<file path="config.mk">
export PLATFORM = sky130hd
export DESIGN_NAME = kbd_matrix_port_flat
export DESIGN_NICKNAME = d
export VERILOG_FILES = /design/src/rtl/kbd_matrix_port_pkg.sv /design/src/rtl/kbd_matrix_port_if.sv /design/src/rtl/kbd_key_stretch.sv /design/src/rtl/kbd_matrix_port.sv /design/src/flat_wrapper.sv
export SDC_FILE = /design/constraint.sdc
export NUM_CORES = 1
export LEC_CHECK = 0
export CORE_ASPECT_RATIO = 2
export CORE_MARGIN = 1.5
export CORE_UTILIZATION = 40
export CTS_BUF_LIST = sky130_fd_sc_hd__clkbuf_16
export CTS_CLUSTER_SIZE = 8
export DETAILED_ROUTE_END_ITERATION = 7
export GPL_TIMING_DRIVEN = 0
export PLACE_DENSITY_LB_ADDON = 0.3
export SLEW_MARGIN = 20
export SYNTH_ARGS = -nofsm -noshare
export SYNTH_HDL_FRONTEND = slang
export SYNTH_HIERARCHICAL = 1
export SYNTH_SLANG_ARGS = --single-unit
</file>
<file path="constraint.sdc">
create_clock -name clk_sys -period 15.4 [get_ports clk_sys]
set_input_delay 4.62 -clock clk_sys [delete_from_list [all_inputs] [get_ports clk_sys]]
set_output_delay 4.62 -clock clk_sys [all_outputs]
set_load 0.02 [all_outputs]
</file>
<file path="src/rtl/kbd_matrix_port_pkg.sv">
// Shared types and sizes for the keyboard/joystick matrix read port.
package kbd_pkg;

    localparam int KBD_ROWS     = 8;
    localparam int KBD_COLS     = 8;
    localparam int KBD_ROW_BITS = 3;

    typedef logic [KBD_COLS-1:0]               kbd_row_t;
    typedef logic [KBD_ROWS-1:0][KBD_COLS-1:0] kbd_matrix_t;

    // Counter width able to hold 0..n; never narrower than one bit.
    function automatic int cnt_width(input int n);
        return (n > 0) ? $clog2(n + 1) : 1;
    endfunction

endpackage

</file>
<file path="src/rtl/kbd_matrix_port_if.sv">
// CPU read bus: address + one-cycle read strobe out, row byte + valid back.
interface kbd_matrix_port_if;
    import kbd_pkg::*;

    logic [15:0] cpu_addr;
    logic        cpu_rd;
    kbd_row_t    cpu_dout;
    logic        cpu_dout_vld;

    modport master (output cpu_addr, output cpu_rd, input cpu_dout, input cpu_dout_vld);
    modport slave  (input cpu_addr, input cpu_rd, output cpu_dout, output cpu_dout_vld);

endinterface

</file>
<file path="src/rtl/kbd_key_stretch.sv">
// One matrix key: holds a press visible for HOLD_TICKS ticks after its falling edge.
// Output is registered, one cycle behind raw; no backpressure.
module kbd_key_stretch
    import kbd_pkg::*;
#(
    parameter int HOLD_TICKS = 20
) (
    input  logic clk_sys,
    input  logic rst_n,
    input  logic raw,
    input  logic tick,
    input  logic bypass,
    output logic stretched
);

    localparam int            CW   = cnt_width(HOLD_TICKS);
    localparam logic [CW-1:0] HOLD = CW'(HOLD_TICKS);

    logic          prev;
    logic          press;
    logic [CW-1:0] cnt;
    logic [CW-1:0] cnt_next;

    // A fresh press reloads even when a tick lands in the same cycle.
    always_comb begin
        press    = prev & ~raw;
        cnt_next = cnt;
        if (press) begin
            cnt_next = HOLD;
        end else if (tick && (cnt != '0)) begin
            cnt_next = cnt - CW'(1);
        end
    end

    always_ff @(posedge clk_sys or negedge rst_n) begin
        if (!rst_n) begin
            prev      <= 1'b1;
            cnt       <= '0;
            stretched <= 1'b1;
        end else begin
            prev <= raw;
            if (bypass) begin
                cnt       <= '0;
                stretched <= raw;
            end else begin
                cnt       <= cnt_next;
                stretched <= raw & (cnt_next == '0);
            end
        end
    end

endmodule

</file>
<file path="src/rtl/kbd_matrix_port.sv">
// CPU read port for the 8x8 active-low matrix: stretched rows, 1-cycle read latency, no backpressure.
// Optional key-press interrupt built only when KBD_IRQ_EN is defined; otherwise kbd_irq is tied low.
module kbd_matrix_port
    import kbd_pkg::*;
#(
    parameter logic [15:0] BASE_ADDR    = 16'h3800,
    parameter int          TICK_DIV     = 50000,
    parameter int          HOLD_TICKS   = 20,
    parameter logic [7:0]  STRETCH_MASK = 8'h7F
) (
    input  logic               clk_sys,
    input  logic               rst_n,
    input  kbd_matrix_t        keys_in,
    kbd_matrix_port_if.slave   cpu,
    output logic               key_any,
    output logic               kbd_irq
);

    localparam int PW = (TICK_DIV > 1) ? $clog2(TICK_DIV) : 1;

    logic [PW-1:0] presc;
    logic          tick;
    kbd_matrix_t   stretched;
    logic          hit;

    // Shared hold-time prescaler; TICK_DIV of 1 ticks every cycle.
    assign tick = (presc == PW'(TICK_DIV - 1));

    always_ff @(posedge clk_sys or negedge rst_n) begin
        if (!rst_n) begin
            presc <= '0;
        end else if (tick) begin
            presc <= '0;
        end else begin
            presc <= presc + PW'(1);
        end
    end

    for (genvar r = 0; r < KBD_ROWS; r++) begin : g_row
        for (genvar c = 0; c < KBD_COLS; c++) begin : g_col
            kbd_key_stretch #(
                .HOLD_TICKS (HOLD_TICKS)
            ) u_key (
                .clk_sys   (clk_sys),
                .rst_n     (rst_n),
                .raw       (keys_in[r][c]),
                .tick      (tick),
                .bypass    (~STRETCH_MASK[r]),
                .stretched (stretched[r][c])
            );
        end
    end

    assign hit = cpu.cpu_rd && (cpu.cpu_addr[15:KBD_ROW_BITS] == BASE_ADDR[15:KBD_ROW_BITS]);

    always_ff @(posedge clk_sys or negedge rst_n) begin
        if (!rst_n) begin
            cpu.cpu_dout     <= 8'hFF;
            cpu.cpu_dout_vld <= 1'b0;
            key_any          <= 1'b0;
        end else begin
            cpu.cpu_dout     <= hit ? stretched[cpu.cpu_addr[KBD_ROW_BITS-1:0]] : 8'hFF;
            cpu.cpu_dout_vld <= hit;
            key_any          <= (stretched != '1);
        end
    end

`ifdef KBD_IRQ_EN
    kbd_matrix_t stretched_d;
    logic        irq_q;

    // A new fall outranks a read hit in the same cycle so no press is lost.
    always_ff @(posedge clk_sys or negedge rst_n) begin
        if (!rst_n) begin
            stretched_d <= '1;
            irq_q       <= 1'b0;
        end else begin
            stretched_d <= stretched;
            if ((stretched_d & ~stretched) != '0) begin
                irq_q <= 1'b1;
            end else if (hit) begin
                irq_q <= 1'b0;
            end
        end
    end

    assign kbd_irq = irq_q;
`else
    assign kbd_irq = 1'b0;
`endif

endmodule

</file>
<file path="src/flat_wrapper.sv">
// flat-port wrapper written by rule: the top's interface ports become plain ports
module kbd_matrix_port_flat import kbd_pkg::*;
#(
    parameter logic [15:0] BASE_ADDR    = 16'h3800,
    parameter int          TICK_DIV     = 50000,
    parameter int          HOLD_TICKS   = 20,
    parameter logic [7:0]  STRETCH_MASK = 8'h7F
)
  (clk_sys, rst_n, keys_in, key_any, kbd_irq, cpu_cpu_addr, cpu_cpu_rd, cpu_cpu_dout, cpu_cpu_dout_vld);
  kbd_matrix_port_if cpu_i ();
  input  logic clk_sys;
  input  logic rst_n;
  input  kbd_matrix_t keys_in;
  output logic key_any;
  output logic kbd_irq;
  input wire logic [$bits(cpu_i.cpu_addr)-1:0] cpu_cpu_addr;
  input wire logic [$bits(cpu_i.cpu_rd)-1:0] cpu_cpu_rd;
  output wire logic [$bits(cpu_i.cpu_dout)-1:0] cpu_cpu_dout;
  output wire logic [$bits(cpu_i.cpu_dout_vld)-1:0] cpu_cpu_dout_vld;
  assign cpu_i.cpu_addr = cpu_cpu_addr;
  assign cpu_i.cpu_rd = cpu_cpu_rd;
  assign cpu_cpu_dout = cpu_i.cpu_dout;
  assign cpu_cpu_dout_vld = cpu_i.cpu_dout_vld;
  kbd_matrix_port #(.BASE_ADDR(BASE_ADDR), .TICK_DIV(TICK_DIV), .HOLD_TICKS(HOLD_TICKS), .STRETCH_MASK(STRETCH_MASK)) u_core (.clk_sys(clk_sys), .rst_n(rst_n), .keys_in(keys_in), .cpu(cpu_i), .key_any(key_any), .kbd_irq(kbd_irq));
endmodule
</file>
Yosys cells after proc, flatten, opt, wreduce, memory -nomap -nowiden
Cells that the tools add are included.
W data, S select, Z words.

operators by class
  add/subtract/negate cells = 57
  bitwise logic cells = 168
  order comparisons = 1
  multiplexer cells = 116
  reduce and logical (&&, ||, !) cells = 169
  equal/unequal tests = 3

operators by type and width
  kind                     number
  $mux W5                  112
  $logic_not A5 Y1         56
  $reduce_bool A5 Y1       56
  $sub A5 B1 Y5 const B    56
  $and A1 B1 Y1            112
  $ne A64 B64 Y1 const B   1
  $logic_and A1 B1 Y1      57
  $not A1 Y1               56
  $bmux W8 S3              1
  $add A16 B1 Y16 const B  1
  $eq A16 B16 Y1 const B   1
  $mux W16                 1
  $mux W8                  2
  $eq A13 B11 Y1 const B   1
  $lt A3 B4 Y1 const B     1

word-level totals
  input port bits = 83
  register bits = 426
  output and inout bits = 11

Longest topological paths before layout
Gate-level depths: netlist of run 1.

  word-level depth = 6
  gate-level depth with buffers = 8

Cells and area by module
The synthesis of run 1 kept the hierarchy.

by module, submodules not included
  module           cells each  times used  sequential area each (um^2)  area each (um^2)
  kbd_key_stretch  36          64          177.7                        389.1
  kbd_matrix_port  148         1           660.6                        1715.4

Worst setup path before layout of run 1
Ideal clock, no wire load.

  kind = register to register
  start = reg u_core.presc[0]
  end = reg u_core.g_row[0].g_col[0].u_key.stretched
  cell stages (with the launch flop) = 8
  path slack = 7.179 ns
  required time = 15.310 ns
  setup time = 0.090 ns
  arrival = 8.131 ns
  cell sequence = dfrtp_1 ha_1 nand3_2 nor4_1 and3_1 and3_4 a211oi_4 nor4_2

on the way
  longest elaborated chain between the ends = 6

RTL lines
  element                 RTL line               RTL
  from (decl)             kbd_matrix_port.sv:21  logic [PW-1:0] presc;
  from (signal assigned)  kbd_matrix_port.sv:35  presc <= presc + PW'(1);
  $eq A16 B16 Y1          kbd_matrix_port.sv:27  assign tick = (presc == PW'(TICK_DIV - 1));
  named net u_core.tick   kbd_matrix_port.sv:22  logic tick;
  $logic_and A1 B1 Y1     kbd_key_stretch.sv:30  end else if (tick && (cnt != '0)) begin
  $mux W5                 kbd_key_stretch.sv:30
  $mux W5                 kbd_key_stretch.sv:28  if (press) begin
  $logic_not A5 Y1        kbd_key_stretch.sv:47  stretched <= raw & (cnt_next == '0);
  $and A1 B1 Y1           kbd_key_stretch.sv:47
  to (signal assigned)    kbd_key_stretch.sv:44  stretched <= raw;
  to (signal assigned)    kbd_key_stretch.sv:47
  to (decl)               kbd_key_stretch.sv:13  output logic stretched

The timed path passes the listed nets, and every way through them passes these cells.

Worst setup path in the final report of run 1
  start = reg u_core.cpu.cpu_dout[3]
  end = out cpu_cpu_dout[3]

RTL lines
  element                 RTL line                  RTL
  from (decl)             kbd_matrix_port_if.sv:11  modport slave (input cpu_addr, input cpu_rd, output cpu_dout, output cpu_dout_vld);
  from (signal assigned)  kbd_matrix_port.sv:62     cpu.cpu_dout <= hit ? stretched[cpu.cpu_addr[KBD_ROW_BITS-1:0]] : 8'hFF;
  to (decl)               flat_wrapper.sv:18        output wire logic [$bits(cpu_i.cpu_dout)-1:0] cpu_cpu_dout;

No word-level cell between the ends.

==> results of run 1 <==
cell type report:
cell class | instances | area, um2 | share of cell area (%)
multi-input cells | 2033 | 14800 | 46.4
flip-flops and latches | 474 | 12000 | 37.7
clock buffers | 73 | 1830 | 5.73
repair buffers | 99 | 1160 | 3.65
well taps | 877 | 1100 | 3.44
inverters | 194 | 728 | 2.28
clock inverters | 52 | 230 | 0.722
plain buffers | 6 | 36.3 | 0.114
state kept, by name, summed over array words and instances, names as in the netlist:
| signal | flops |
|---|---|
| u_core/cpu.cpu_dout_vld | 1 |
| u_core/presc | 16 |
| u_core/g_row.g_col.u_key/cnt | 320 |
| u_core/cpu.cpu_dout | 8 |
| u_core/key_any | 1 |
| u_core/g_row.g_col.u_key/stretched | 64 |
| u_core/g_row.g_col.u_key/prev | 64 |
cell usage in the layout (no fill, tap or decap), types with 76 or more instances in the layout:
cell               n
a21oi_1          128
nand2_1          204
nor2_1            76
dfstp_2          136
inv_1            242
nand3_1          132
clkdlybuf4s50_1   88
conb_1           257
nand2b_1         193
dfrtp_1          338
power by group through the flow:
stage / Sequential (W) / Combinational [W] / Clock (W)
finish: 0.00137 / 0.000260 / 0.00142
global route: 0.00137 / 0.000288 / 0.00152
CTS: 0.00136 / 0.000261 / 0.00146
detailed placement: 0.00138 / 0.000259 / 0
global placement: 0.00138 / 0.000247 / 0
floorplan: 0.00136 / 0.000163 / 0
routing by layer:
layer  up-vias  track usage (%)
li1       9652                -
met1     10200             19.9
met2       319             35.8
met3       129             2.99
met4         6             9.35
met5         -                0
per-stage QoR:
step	hold slack [ns]	worst slack [ns]	setup TNS (ns)
2_1_floorplan	0.469	7.18	0
3_3_place_gp	0.502	-11.48	-4524.51
3_5_place_dp	0.503	8.62	0
4_1_cts	0.509	9.04	0
5_1_grt	0.537	9.02	0
6_report	0.506	9.07	0
path summary, 6_finish.rpt:
check                                            start                                       end  cells past startpoint
worst min-delay path                   u_core/presc[0]                           u_core/presc[0]                      1
max in group asynchronous                        rst_n  u_core/g_row[4].g_col[2].u_key/stretched                      5
worst min register to register         u_core/presc[0]                           u_core/presc[0]                      1
worst max register to register         u_core/presc[0]  u_core/g_row[3].g_col[6].u_key/stretched                     11
worst max-delay path            u_core/cpu.cpu_dout[3]                           cpu_cpu_dout[3]                      1
min in group asynchronous                        rst_n     u_core/g_row[2].g_col[5].u_key/cnt[4]                      1
Yosys cell counts (65+ instances only):
cell type  instances
ha_1              65
dfrtp_1          338
nand3_1          132
inv_1            194
nand4b_1          65
nor2_1            76
mux2i_1           72
dfstp_2          136
a21oi_1          128
nand2_1          204
nand2b_1         193
o21ai_0           65
cell families (layout without fill, tap and decap cells):
group	after synthesis	in the layout
buf+inv	200	424
xor+xnor	13	13
other cells	2	257
fa+ha+maj	65	65
compound gates	450	450
simple gates	1160	1160
mux	88	88
flops	474	474
==> metrics.csv, run 1 <==
metric,value,unit
outcome,"finished, final reports clean",
Pwr Density,95.3,mW/mm2
"non-filler cells, final",3808,
final instance area,0.0319,mm2
total CTS buffers,69,
placed inst area,0.0298,mm2
Yosys cell types,42,
CP max FO,1,
clk_lat worst skew,0.60,ns
fin util,48.5,%
Yosys top cell by area,dfrtp_1,
Final min period,6.33,ns
sw frac,25.1,%
Overflow after GRT,0,
Die Area,0.0682,mm2
Max IR drop VDD,0.0704,mV
post-synthesis simple-gate area fraction,30.5,%
Syn. warnings,6,
"Area growth, synth to finish",19.8,%
Net Switching,0.000763,W
CP max stage delay,0.59,ns
"top cells by area, synth","dfrtp_1 (32%), dfstp_2 (13%), a211oi_4 (4.8%)",
Die Span Y,368,um
max frequency,0.158,GHz
Initial DRC Count,1008,
"Net count, final",3025,
Post-synth EDFFs,0,
Max clock buf depth,3,
vias per cell,5.34,
Reg2Reg Setup Slack,11.36,ns
gr usage total,19.0,%
Buffers on Ports,89,
1st-pass router iterations,5,
initial antenna violation count,3,
Final Hold Fails,0,
Int Power,0.00228,W
CP max-delay cell,clkdlybuf4s50_1,
H-tree depth,3,
post-CTS sizing,0,
Ports,94,
Tcrit/Tclk final,41.1,%
fill cell total of the finished layout,5835,
routability-driven placement congestion ratio,0.854,
CTS tree,built,
Synth Area in Adders,3.06,%
final slew viol count,0,
hpwl dp,45900,um
Yosys top cell area share,31.8,%
setup bufs post-CTS,0,
DRC viols,0,
RSZ-0062 raised after global routing,no,
worst path required time,10.78,ns
top_reg_cell synth,dfrtp_1,
Wirelength per Cell,16.5,um
Horiz. Die Dim,185,um
DR top layer,met5,
dpl cells,3683,
synthesis-stage register bit count,474,
vias in the first global route,22100,
mux contribution to synthesized area,4.06,%
Flop pwr share,44.9,%
pin count of the biggest net entering global routing,96,
final setup vio count,0,
largest family of logic cells by synthesized area,simple AND/OR/NAND/NOR gates,
final antenna-violating net count,0,
Syn Inst Count,2452,
Via Count,20300,
Worst-Margin Slew,0.645,ns
Slew headroom,56.6,%
post-synthesis sequential area ratio,45.2,%
Core Region,0.0657,mm2
Logic pwr share,8.5,%
critical-path cell list,clkdlybuf4s50_1,
Post-CTS Hold Fix Bufs,0,
nature of the critical path startpoint,register,
CP Data Arrival Time,1.71,ns
syn_area_per_cell,10.9,um2
met3 WL,1980,um
clock-pin slew on the worst setup and hold paths,0.05,ns
Initial Utilization,40.5,%
final wirelength,63000,um
ys async rst share,100,%
Max Cap Viol,0,
met2 wire len,34700,um
xor and xnor area share after synthesis,0.428,%
Leak,13.3,nW
number of sinks on the clock net,474,
Crit Path Class,reg -> out,
Synth Area in Compound Gates,13.9,%
Pwr Total,0.00304,W
root buf cell,clkbuf_16,
worst hold path class,reg -> reg,
clock power share,46.5,%
Ant. Diodes,0,
clk_skew,0.0194,ns
CP bufs+invs,1,
area of the mapped netlist,0.0266,mm2
global-route wire length before repair,106000,um
Crit path max-delay family,buffers and inverters,
M1 WL,23700,um
num rows,133,
layout cells sized above 1,19.4,%
CP endpoint kind,primary output,
Note: power is estimated with default switching activity, not from simulation.
==> run 2, diff against run 1 <==
- clock period: 15.4 -> 5.15 ns (I/O delays scaled with it)
==> run 2 against run 1 <==
Core utilization about the same. Critical path depth is 9 higher. Power grew to 3.0 times the previous value. Register-to-register slack worse by 9.9 ns. Wire length rose by 0.26%. Global-route usage is 0.16 points higher. Sequential cell count is the same. Via count is 0.50% higher. First-iteration DRC count decreased by 6.2%.
==> metrics.csv, run 2 (synthesis gave the netlist of run 1 again) <==
metric,value,unit
nature of the critical path startpoint,register,
Core Region,0.0657,mm2
"Area growth, synth to finish",19.7,%
FF-to-FF path depth,10,
clk_skew,0.0211,ns
Logic pwr share,8.5,%
H-tree depth,3,
"commonest non-fill, non-tap cell in the layout",dfrtp_1,
outcome,"finished, final reports clean",
worst path required time,5.58,ns
CTS tree,built,
"Most flops, register",u_core/g_row.g_col.u_key/cnt,
Int Power,0.00675,W
Max Cap Viol,0,
Post-CTS Hold Fix Bufs,0,
Largest regs,"u_core/g_row.g_col.u_key/cnt x320, u_core/g_row.g_col.u_key/prev x64, u_core/g_row.g_col.u_key/stretched x64",
layout cells sized above 1,19.5,%
placed inst area,0.0299,mm2
Worst-Margin Slew,0.612,ns
Buffers on Ports,89,
CP endpoint kind,register,
launch point of the worst reg-to-reg path,u_core/presc[0],
Final min period,3.68,ns
worst hold path class,reg -> reg,
clock power share,46.1,%
Max clock buf depth,3,
hold path depth,1,
initial antenna violation count,3,
Initial DRC Count,946,
number of sinks on the clock net,474,
Tcrit/Tclk final,71.5,%
vias per cell,5.37,
max reg flops,320,
hpwl dp,46400,um
final antenna-violating net count,0,
clock-pin slew on the worst setup and hold paths,0.05,ns
HP Start,u_core/presc[10],
1st-pass router iterations,7,
Horiz. Die Dim,185,um
vias in the first global route,22000,
"Net count, final",3026,
sw frac,25.2,%
total CTS buffers,69,
post-CTS sizing,0,
Worst Setup SP,u_core/presc[0],
DRC viols,0,
Ports,94,
Crit Path Class,reg -> reg,
pin count of the biggest net entering global routing,99,
num rows,133,
setup bufs post-CTS,0,
final instance area,0.0319,mm2
fin util,48.5,%
Pwr Total,0.00902,W
Setup TNS Final,0,ns
final wirelength,63200,um
Overflow after GRT,0,
global-route wire length before repair,106000,um
min setup slack post-route,1.47,ns
Pwr Density,283,mW/mm2
gr usage total,19.1,%
"commonest cells after routing, fill and taps aside","dfrtp_1 (338), conb_1 (257), inv_1 (239)",
Flop pwr share,45.3,%
Final Hold Fails,0,
Die Span Y,368,um
Initial Utilization,40.5,%
routability-driven placement congestion ratio,0.867,
max frequency,0.271,GHz
pre-CTS WS,1.48,ns
Slew headroom,58.9,%
Net Switching,0.00227,W
RSZ-0062 raised after global routing,no,
CP Data Arrival Time,4.11,ns
Leak,13.2,nW
clk_lat worst skew,0.59,ns
CP max FO,59,
fill cell total of the finished layout,5881,
Die Area,0.0682,mm2
root buf cell,clkbuf_16,
Wirelength per Cell,16.6,um
final setup vio count,0,
Via Count,20400,
Max IR drop VDD,0.197,mV
final slew viol count,0,
[run 2: metrics by stage]
stage               instances  hold slack [ns]
finish                   3808            0.506
global route             3807            0.522
CTS                      3805            0.510
detailed placement       3684            0.501
global placement         3673            0.501
floorplan                2707            0.469
[run 2: area by class of cell]
type / count / area (um2) / area share [%]
Sequential cell: 474 / 12000 / 37.8
Clock buffer: 71 / 1780 / 5.58
Tap cell: 877 / 1100 / 3.44
Multi-Input combinational cell: 2033 / 14800 / 46.4
Buffer: 6 / 36.3 / 0.114
Clock inverter: 50 / 228 / 0.715
Inverter: 194 / 728 / 2.29
Antenna cell: 3 / 7.51 / 0.0236
Timing Repair Buffer: 100 / 1180 / 3.69
[run 2: path summary, 6_finish.rpt]
| path | end | slack (ns) |
|---|---|---|
| worst min register to register | u_core/presc[10] | 0.51 |
| worst max register to register | u_core/g_row[4].g_col[2].u_key/stretched | 1.47 |
| worst min-delay path | u_core/presc[10] | 0.51 |
| max in group asynchronous | u_core/g_row[2].g_col[3].u_key/prev | 3.10 |
| worst max-delay path | u_core/g_row[4].g_col[2].u_key/stretched | 1.47 |
| min in group asynchronous | u_core/g_row[2].g_col[5].u_key/cnt[4] | 0.80 |
[run 2: per-layer routing]
layer  vias to the layer above  track usage (%)  part of all wire (%)
met5                         -                0                 0.027
met4                         2             9.32                   4.0
met3                       156             2.82                   3.5
met2                       387             36.2                    55
met1                     10200             20.2                    38
li1                       9658                -                     -
[run 2: power by group through the flow]
| stage | logic [W] | registers (W) | clock network, W |
|---|---|---|---|
| 3_3_place_gp | 0.000733 | 0.00414 | 0 |
| 3_5_place_dp | 0.000768 | 0.00414 | 0 |
| 6_report | 0.000770 | 0.00409 | 0.00416 |
| 4_1_cts | 0.000773 | 0.00409 | 0.00431 |
| 5_1_grt | 0.000857 | 0.00410 | 0.00446 |
| 2_1_floorplan | 0.000488 | 0.00407 | 0 |
[run 2: critical path, stage by stage (launching register included)]
cell      delay [ns]
dfrtp_1         0.40
ha_1            0.22
nand3_2         0.19
nor4_1          0.27
and3_4          0.58
buf_12          0.30
buf_16          0.29
nor4b_1         0.35
nand2b_1        0.16
a21oi_1         0.10
nor4_2          0.58
==> run 3, diff against run 2 <==
- clock period: 5.15 -> 3.34 ns (I/O delays scaled with it)
==> run 3 against run 2 <==
Critical path depth is the same. Global-route usage grew 0.48 points. Worst hold slack lost 0.16 ns. Wire length grew 2.6%. Clock-buffer cell count grew 1. First-iteration DRC count grew 3.4%. Non-clock buffer count is the same. Critical endpoint is now u_core/g_row[2].g_col[6].u_key/stretched.
==> metrics.csv, run 3 (synthesis gave the netlist of run 1 again) <==
metric,value,unit
CP Data Arrival Time,3.63,ns
hpwl dp,46900,um
Initial DRC Count,978,
Initial Utilization,40.5,%
Final min period,3.18,ns
outcome,"finished, final reports clean",
Max IR drop VDD,0.298,mV
CP bufs+invs,2,
Buffers on Ports,89,
layout cells sized above 1,22.0,%
H-tree depth,3,
Worst-Margin Slew,0.845,ns
Tcrit/Tclk final,95.3,%
root buf cell,clkbuf_16,
"Area growth, synth to finish",21.4,%
max reg flops,320,
"commonest cells after routing, fill and taps aside","dfrtp_1 (338), conb_1 (257), inv_1 (238)",
Crit Path Class,reg -> reg,
CTS tree,built,
Setup TNS Final,0,ns
global-route wire length before repair,108000,um
Final Hold Fails,0,
number of sinks on the clock net,474,
Crit path max-delay family,simple AND/OR/NAND/NOR gates,
1st-pass router iterations,7,
Ports,94,
CP max FO,67,
final setup vio count,0,
CP max stage delay,0.43,ns
CP endpoint kind,register,
Horiz. Die Dim,185,um
final antenna-violating net count,0,
gr usage total,19.6,%
clk_skew,0.0257,ns
total CTS buffers,69,
Wirelength per Cell,17.0,um
Most common cell on crit path,buf_16,
CP max-delay cell,nor4_2,
Die Span Y,368,um
Worst Setup SP,u_core/presc[0],
final slew viol count,0,
"commonest non-fill, non-tap cell in the layout",dfrtp_1,
Core Region,0.0657,mm2
RSZ-0062 raised after global routing,no,
clk_lat worst skew,0.60,ns
Pwr Density,437,mW/mm2
Die Area,0.0682,mm2
vias in the first global route,22100,
critical-path cell list,ha_2 > nand3_4 > nor4_4 > and3_4 > buf_16 > buf_16 > nor4b_1 > nand2b_1 > a21oi_1 > nor4_2,
launch point of the worst reg-to-reg path,u_core/presc[0],
worst path required time,3.79,ns
pre-CTS WS,-0.248,ns
Leak,13.3,nW
fill cell total of the finished layout,5895,
pin count of the biggest net entering global routing,101,
nature of the critical path startpoint,register,
final wirelength,64800,um
Reg2Reg Setup Slack,0.16,ns
Post-CTS Hold Fix Bufs,0,
Overflow after GRT,0,
"Most flops, register",u_core/g_row.g_col.u_key/cnt,
worst hold path class,in -> async,
"Net count, final",3027,
max frequency,0.314,GHz
vias per cell,5.37,
num rows,133,
Max Cap Viol,0,
routability-driven placement congestion ratio,0.860,
Slew headroom,43.3,%
Max clock buf depth,3,
initial antenna violation count,6,
FF-to-FF path depth,10,
DRC viols,0,
reg-to-reg endpoint,u_core/g_row[2].g_col[6].u_key/stretched,
Largest regs,"u_core/g_row.g_col.u_key/cnt x320, u_core/g_row.g_col.u_key/prev x64, u_core/g_row.g_col.u_key/stretched x64",
Via Count,20500,
min setup slack post-route,0.157,ns
clock-pin slew on the worst setup and hold paths,0.05,ns
run 3: worst max-delay path by stage:
stage / to / slack, ns / depth (start not counted)
2_1_floorplan: u_core/g_row[0].g_col[0].u_key/stretched / -0.35 / 8
3_3_place_gp: u_core/g_row[7].g_col[5].u_key/cnt[2] / -19.76 / 1
6_report: u_core/g_row[2].g_col[6].u_key/stretched / 0.16 / 10
5_1_grt: u_core/g_row[2].g_col[6].u_key/stretched / 0.0005 / 10
4_1_cts: u_core/g_row[2].g_col[6].u_key/stretched / 0.09 / 8
3_5_place_dp: u_core/g_row[2].g_col[3].u_key/stretched / -0.25 / 10
run 3: power breakdown:
part / internal (W) / total (W) / switching (W)
Clock: 0.00393 / 0.00658 / 0.00265
Sequential: 0.00606 / 0.00631 / 0.000249
Combinational: 0.000557 / 0.00122 / 0.000661
Total: 0.0106 / 0.0141 / 0.00356
run 3: final cells by class:
| type | count | area, um2 | area share, % |
|---|---|---|---|
| plain buffers | 6 | 36.3 | 0.112 |
| inverters | 194 | 728 | 2.25 |
| well taps | 877 | 1100 | 3.40 |
| flip-flops and latches | 474 | 12000 | 37.2 |
| clock inverters | 50 | 241 | 0.747 |
| diodes | 3 | 7.51 | 0.0232 |
| repair buffers | 100 | 1160 | 3.60 |
| clock buffers | 72 | 1800 | 5.58 |
| multi-input cells | 2034 | 15200 | 47.0 |
run 3: routing by layer:
| layer | wire length, um | GRT usage [%] |
|---|---|---|
| met5 | 35 | 0 |
| met4 | 3050 | 10.6 |
| met3 | 2480 | 3.13 |
| met2 | 34800 | 36.1 |
| met1 | 24400 | 21.0 |
run 3: timing repair:
item                                    in CTS  in global routing
gates cloned                                 1                  0
hold endpoints to repair                     0                  0
endpoints found under the setup margin       7                  3
resized for setup                            5                  4
setup buffers                                1                  0
run 3: through the flow:
stage	hold WS [ns]	std cells	total power, W	area [um2]	util, %
after floorplan	0.473	2707	0.00707	27900	-
after global placement	0.490	3673	0.00754	29900	45.5
after detailed placement	0.506	3683	0.00761	30200	45.9
after CTS	0.361	3807	0.0143	32300	49.1
after global routing	0.380	3810	0.0147	32300	49.2
final	0.345	3810	0.0141	32300	49.2
run 3: worst reg2reg max path, cell delays in order, from the launching register on:
cell,delay (ns)
dfrtp_1,0.40
ha_2,0.24
nand3_4,0.14
nor4_4,0.30
and3_4,0.28
buf_16,0.27
buf_16,0.35
nor4b_1,0.37
nand2b_1,0.16
a21oi_1,0.10
nor4_2,0.43
